--- config.mk ---
export PLATFORM = sky130hd
export DESIGN_NAME = pc_sequencer
export DESIGN_NICKNAME = d
export VERILOG_FILES = /design/src/rtl/pc_pkg.sv /design/src/rtl/return_stack.sv /design/src/rtl/pc_sequencer.sv
export SDC_FILE = /design/constraint.sdc
export NUM_CORES = 1
export LEC_CHECK = 0
export ABC_AREA = 0
export CORE_MARGIN = 3
export CORE_UTILIZATION = 25
export CTS_CLUSTER_SIZE = 16
export DETAILED_ROUTE_END_ITERATION = 16
export GPL_TIMING_DRIVEN = 0
export HOLD_SLACK_MARGIN = 0.1
export PLACE_DENSITY = 0.41
export SLEW_MARGIN = 5
export SYNTH_ARGS = -nofsm -noshare
export SYNTH_HDL_FRONTEND = slang
export SYNTH_HIERARCHICAL = 1
export SYNTH_SLANG_ARGS = --single-unit
--- constraint.sdc ---
create_clock -name clock -period 7.29 [get_ports clock]
set_clock_uncertainty 0.1 [all_clocks]
set_input_delay 1.458 -clock clock [delete_from_list [all_inputs] [get_ports clock]]
set_output_delay 1.458 -clock clock [all_outputs]
set_load 0.05 [all_outputs]
--- src/rtl/pc_pkg.sv ---
// Shared op codes and FSM state encoding for the program-counter sequencer.
package pc_pkg;
  localparam logic [3:0] PC_HOLD    = 4'd0;
  localparam logic [3:0] PC_INC     = 4'd1;
  localparam logic [3:0] PC_BR_ABS  = 4'd2;
  localparam logic [3:0] PC_JUMP    = 4'd3;
  localparam logic [3:0] PC_HALT    = 4'd4;
  localparam logic [3:0] PC_WAIT_IN = 4'd5;
  localparam logic [3:0] PC_BR_REL  = 4'd6;
  localparam logic [3:0] PC_CALL    = 4'd7;
  localparam logic [3:0] PC_RET     = 4'd8;

  typedef enum logic {ST_RUN, ST_HALTED} state_e;
endpackage

--- src/rtl/return_stack.sv ---
// Circular LIFO of return addresses; a push when full overwrites the oldest entry.
module return_stack #(
  parameter int DEPTH  = 8,
  parameter int ADDR_W = 32
) (
  input  logic              clock,
  input  logic              reset,
  input  logic              push,
  input  logic              pop,
  input  logic [ADDR_W-1:0] push_data,
  output logic [ADDR_W-1:0] pop_data,
  output logic              full,
  output logic              empty,
  output logic              overflow
);
  localparam int PTR_W = $clog2(DEPTH);
  localparam int CNT_W = $clog2(DEPTH + 1);

  logic [ADDR_W-1:0] mem [DEPTH];
  logic [PTR_W-1:0]  wp_q, wp_d;
  logic [CNT_W-1:0]  cnt_q, cnt_d;

  assign full     = (cnt_q == CNT_W'(DEPTH));
  assign empty    = (cnt_q == '0);
  assign overflow = push & full;
  assign pop_data = mem[wp_q - 1'b1];

  always_comb begin
    wp_d  = wp_q;
    cnt_d = cnt_q;
    if (push) begin
      wp_d = wp_q + 1'b1;
      if (!full) cnt_d = cnt_q + 1'b1;
    end else if (pop && !empty) begin
      wp_d  = wp_q - 1'b1;
      cnt_d = cnt_q - 1'b1;
    end
  end

  always_ff @(posedge clock) begin
    if (!reset) begin
      wp_q  <= '0;
      cnt_q <= '0;
    end else begin
      wp_q  <= wp_d;
      cnt_q <= cnt_d;
    end
  end

  // Storage carries no reset: the count alone defines which entries are live.
  always_ff @(posedge clock) begin
    if (reset && push) mem[wp_q] <= push_data;
  end
endmodule

--- src/rtl/pc_sequencer.sv ---
// Program-counter sequencer: next-PC mux, RUN/HALTED FSM, return stack and sticky error flags.
module pc_sequencer
  import pc_pkg::*;
#(
  parameter int                 ADDR_W     = 32,
  parameter int                 IMM_W      = 11,
  parameter int                 RAS_DEPTH  = 8,
  parameter logic [ADDR_W-1:0]  RESET_ADDR = '0
) (
  input  logic              clock,
  input  logic              reset,
  input  logic [3:0]        pc_op,
  input  logic              cond,
  input  logic [IMM_W-1:0]  immediate,
  input  logic [ADDR_W-1:0] jump,
  input  logic              processIn,
  input  logic              stall,
  output logic [ADDR_W-1:0] outPC,
  output logic              halted,
  output logic              ras_overflow,
  output logic              ras_underflow,
  output logic              illegal_op
);
  state_e            state_q, state_d;
  logic [ADDR_W-1:0] pc_q, pc_d, pc_inc;
  logic              ovf_q, ovf_d, udf_q, udf_d, ill_q, ill_d;
  logic              push, pop;
  logic [ADDR_W-1:0] pop_data;
  logic              ras_full, ras_empty, ras_ovf;

  return_stack #(.DEPTH(RAS_DEPTH), .ADDR_W(ADDR_W)) u_ras (
    .clock(clock), .reset(reset), .push(push), .pop(pop),
    .push_data(pc_inc), .pop_data(pop_data),
    .full(ras_full), .empty(ras_empty), .overflow(ras_ovf)
  );

  assign pc_inc = pc_q + 1'b1;

  always_comb begin
    state_d = state_q;
    pc_d    = pc_q;
    ovf_d   = ovf_q;
    udf_d   = udf_q;
    ill_d   = ill_q;
    push    = 1'b0;
    pop     = 1'b0;
    if (!stall && state_q == ST_RUN) begin
      case (pc_op)
        PC_HOLD:    ;
        PC_INC:     pc_d = pc_inc;
        PC_BR_ABS:  pc_d = cond ? ADDR_W'(immediate) : pc_inc;
        PC_JUMP:    pc_d = jump;
        PC_HALT:    state_d = ST_HALTED;
        PC_WAIT_IN: pc_d = pc_q + ADDR_W'(processIn);
        PC_BR_REL:  pc_d = cond ? pc_q + {{(ADDR_W-IMM_W){immediate[IMM_W-1]}}, immediate}
                                : pc_inc;
        PC_CALL: begin
          push  = 1'b1;
          pc_d  = jump;
          ovf_d = ovf_q | ras_ovf;
        end
        PC_RET: begin
          if (ras_empty) begin
            pc_d  = pc_inc;
            udf_d = 1'b1;
          end else begin
            pop  = 1'b1;
            pc_d = pop_data;
          end
        end
        default:    ill_d = 1'b1;
      endcase
    end
  end

  always_ff @(posedge clock) begin
    if (!reset) begin
      state_q <= ST_RUN;
      pc_q    <= RESET_ADDR;
      ovf_q   <= 1'b0;
      udf_q   <= 1'b0;
      ill_q   <= 1'b0;
    end else begin
      state_q <= state_d;
      pc_q    <= pc_d;
      ovf_q   <= ovf_d;
      udf_q   <= udf_d;
      ill_q   <= ill_d;
    end
  end

  assign outPC         = pc_q;
  assign halted        = (state_q == ST_HALTED);
  assign ras_overflow  = ovf_q;
  assign ras_underflow = udf_q;
  assign illegal_op    = ill_q;
endmodule

==> results.tsv <==
stage	metric	value	unit
run_status	run status	finished clean	
cts	post-CTS setup buffer count	0	
sta	crit share post-route	79.2	%
worst_hold_path	Min-Delay Startpoint	illegal_op	
final_layout	layout cell share with drive strength beyond 1	16.3	%
pwr	pwr dens	203	mW/mm²
sta	Slew Viols, Final	0	
pwr	VDD IR max	0.177	mV
sta	Worst-Margin Slew	1.16	ns
floorplanning	die area	0.0679	mm²
detailed_routing	initial drt markers	1130	
cts	worst skew pair latency	0.57	ns
floorplanning	die width	261	µm
setup_path	Critical path origin	pc_op[0]	
setup_path	Startpoint Class	primary input	
setup_path	Crit Path Max Fanout	10	
detailed_routing	via count	11965	
detailed_routing	DRC	0	
pwr	P_leak	6.39	nW
floorplanning	Rows	92	
sta	RSZ-0062 raised after global routing	no	
sta	fmax	0.173	GHz
placement	RePlAce Congestion	0.892	
final_layout	most frequent cells in the layout	edfxtp_1 (256), nand2_1 (90), clkdlybuf4s50_1 (87)	
cts	clock sink count	299	
grt	antenna violations before repair	0	
detailed_routing	ANT nets after route	0	
detailed_routing	Total Wirelength	57100	µm
cts	Clock transition at path regs	0.06	ns
grt	largest net degree at the start of global routing	24	
sta	slew margin rel.	22.5	%
cts	TritonCTS Buffers	31	
setup_path	Worst setup EP type	flip-flop	
floorplanning	Core Box Area	0.0637	mm²
cts	clock buffer depth	3	
final_layout	commonest non-fill, non-tap cell in the layout	edfxtp_1	
final_layout	P&R area growth vs syn	19.6	%
sta	Final Hold Violating Endpoints	0	
placement	placed wire-length estimate	42500	µm
worst_hold_path	Worst Hold Class	flip-flop to flip-flop	
setup_path	Worst Path Arrival	5.94	ns
run	max_cap viols	0	
placement	Post-DP Area	0.0184	mm²
detailed_routing	Avg WL per Cell	25.0	µm
pwr	Tot Pwr	0.00393	W
sta	min cycle time layout	5.77	ns
final_layout	Final #Nets	1510	
floorplanning	Initial Utilization	25.5	%
logic_synthesis	Cell Area, Synth	0.0162	mm²
final_layout	# diodes	0	
setup_path	R2R cell count	14	
grt	first-pass GRT wire length	82200	µm
cts	cts hold-fix bufs	0	
grt	Congestion Overflow GR	0	
logic_synthesis	yosys warns	6	
setup_path	Worst R2R Setup Slack	2.85	ns
logic_synthesis	Post-Syn Nets	1375	
detailed_routing	First-pass DRT Iterations	7	
sta	Final setup viols	0	
logic_synthesis	average cell area after synthesis	12.6	µm²
cts	CTS tree	built	
setup_path	Crit Path Category	primary input to flip-flop	
setup_path	critical path required time	7.46	ns
floorplanning	Die Y	261	µm
cts	CTS Root Buffer Type	clkbuf_16	
placement	I/O Buffers	87	
floorplanning	Top Ports	88	
grt	Overall Global Routing Usage	16.4	%
final_layout	Post-Layout Inst Area	0.0194	mm²
logic_synthesis	Syn Inst Count	1283	
cts	H-tree Lvls	1	
worst_hold_path	Worst Hold Depth	1	
grt	vias in the first global route	11718	
cts	PostCTS Resize Cnt	0	
detailed_routing	Avg Vias per Cell	5.24	
setup_path	Crit Reg-Reg Startpoint	u_ras/wp_q[0]	
worst paths after layout:
kind | to
max | u_ras/mem[2][7]
min | illegal_op
max reg2reg | outPC[8]
min reg2reg | illegal_op
state kept, by name (all words and copies together), names as in the netlist:
register	count
ras_overflow	1
outPC	32
halted	1
ras_underflow	1
u_ras/cnt_q	4
u_ras/mem	256
illegal_op	1
u_ras/wp_q	3
critical path: stages:
cell,delay (ns)
clkdlybuf4s50_1,0.54
buf_1,0.36
and3b_1,0.21
clkbuf_1,0.42
clkbuf_1,0.65
and3_1,0.51
buf_2,0.29
nand3_1,0.34
nor3_2,0.68
buf_6,0.24
buf_4,0.21
stage by stage:
step	hold slack [ns]	TNS, ns	std cells	util (%)	setup WS, ns
4_1_cts	0.414	0	2285	30.4	1.58
3_5_place_dp	0.393	0	2231	28.9	0.986
2_1_floorplan	0.431	0	1283	-	1.58
5_1_grt	0.452	0	2285	30.4	1.34
6_report	0.395	0	2285	30.4	1.52
3_3_place_gp	0.381	-348.05	2216	28.5	-2.80
area by class of cell:
class                           count  area [µm²]
Inverter                           24        90.1
Fill cell                        6408       44300
Tap cell                          846        1060
Clock inverter                     13         138
Timing Repair Buffer              102        1070
Sequential cell                   299        8550
Multi-Input combinational cell    869        7160
Clock buffer                       41         843
Buffer                             91         475
where the power goes:
part | switching, W | internal [W] | total [W] | leakage, nW
Clock | 0.000664 | 0.000909 | 0.00157 | 0.468
Combinational | 0.000302 | 0.000167 | 0.000470 | 3.23
Sequential | 0.0000209 | 0.00187 | 0.00189 | 2.70
per-layer routing:
metal	track usage, %	up-vias	routed length [µm]
met5	0	-	0
met4	2.59	0	868
met2	25.5	357	25600
li1	-	5346	-
met3	2.79	56	3370
met1	24.4	6206	27200
(Power assumes the default switching activity.)
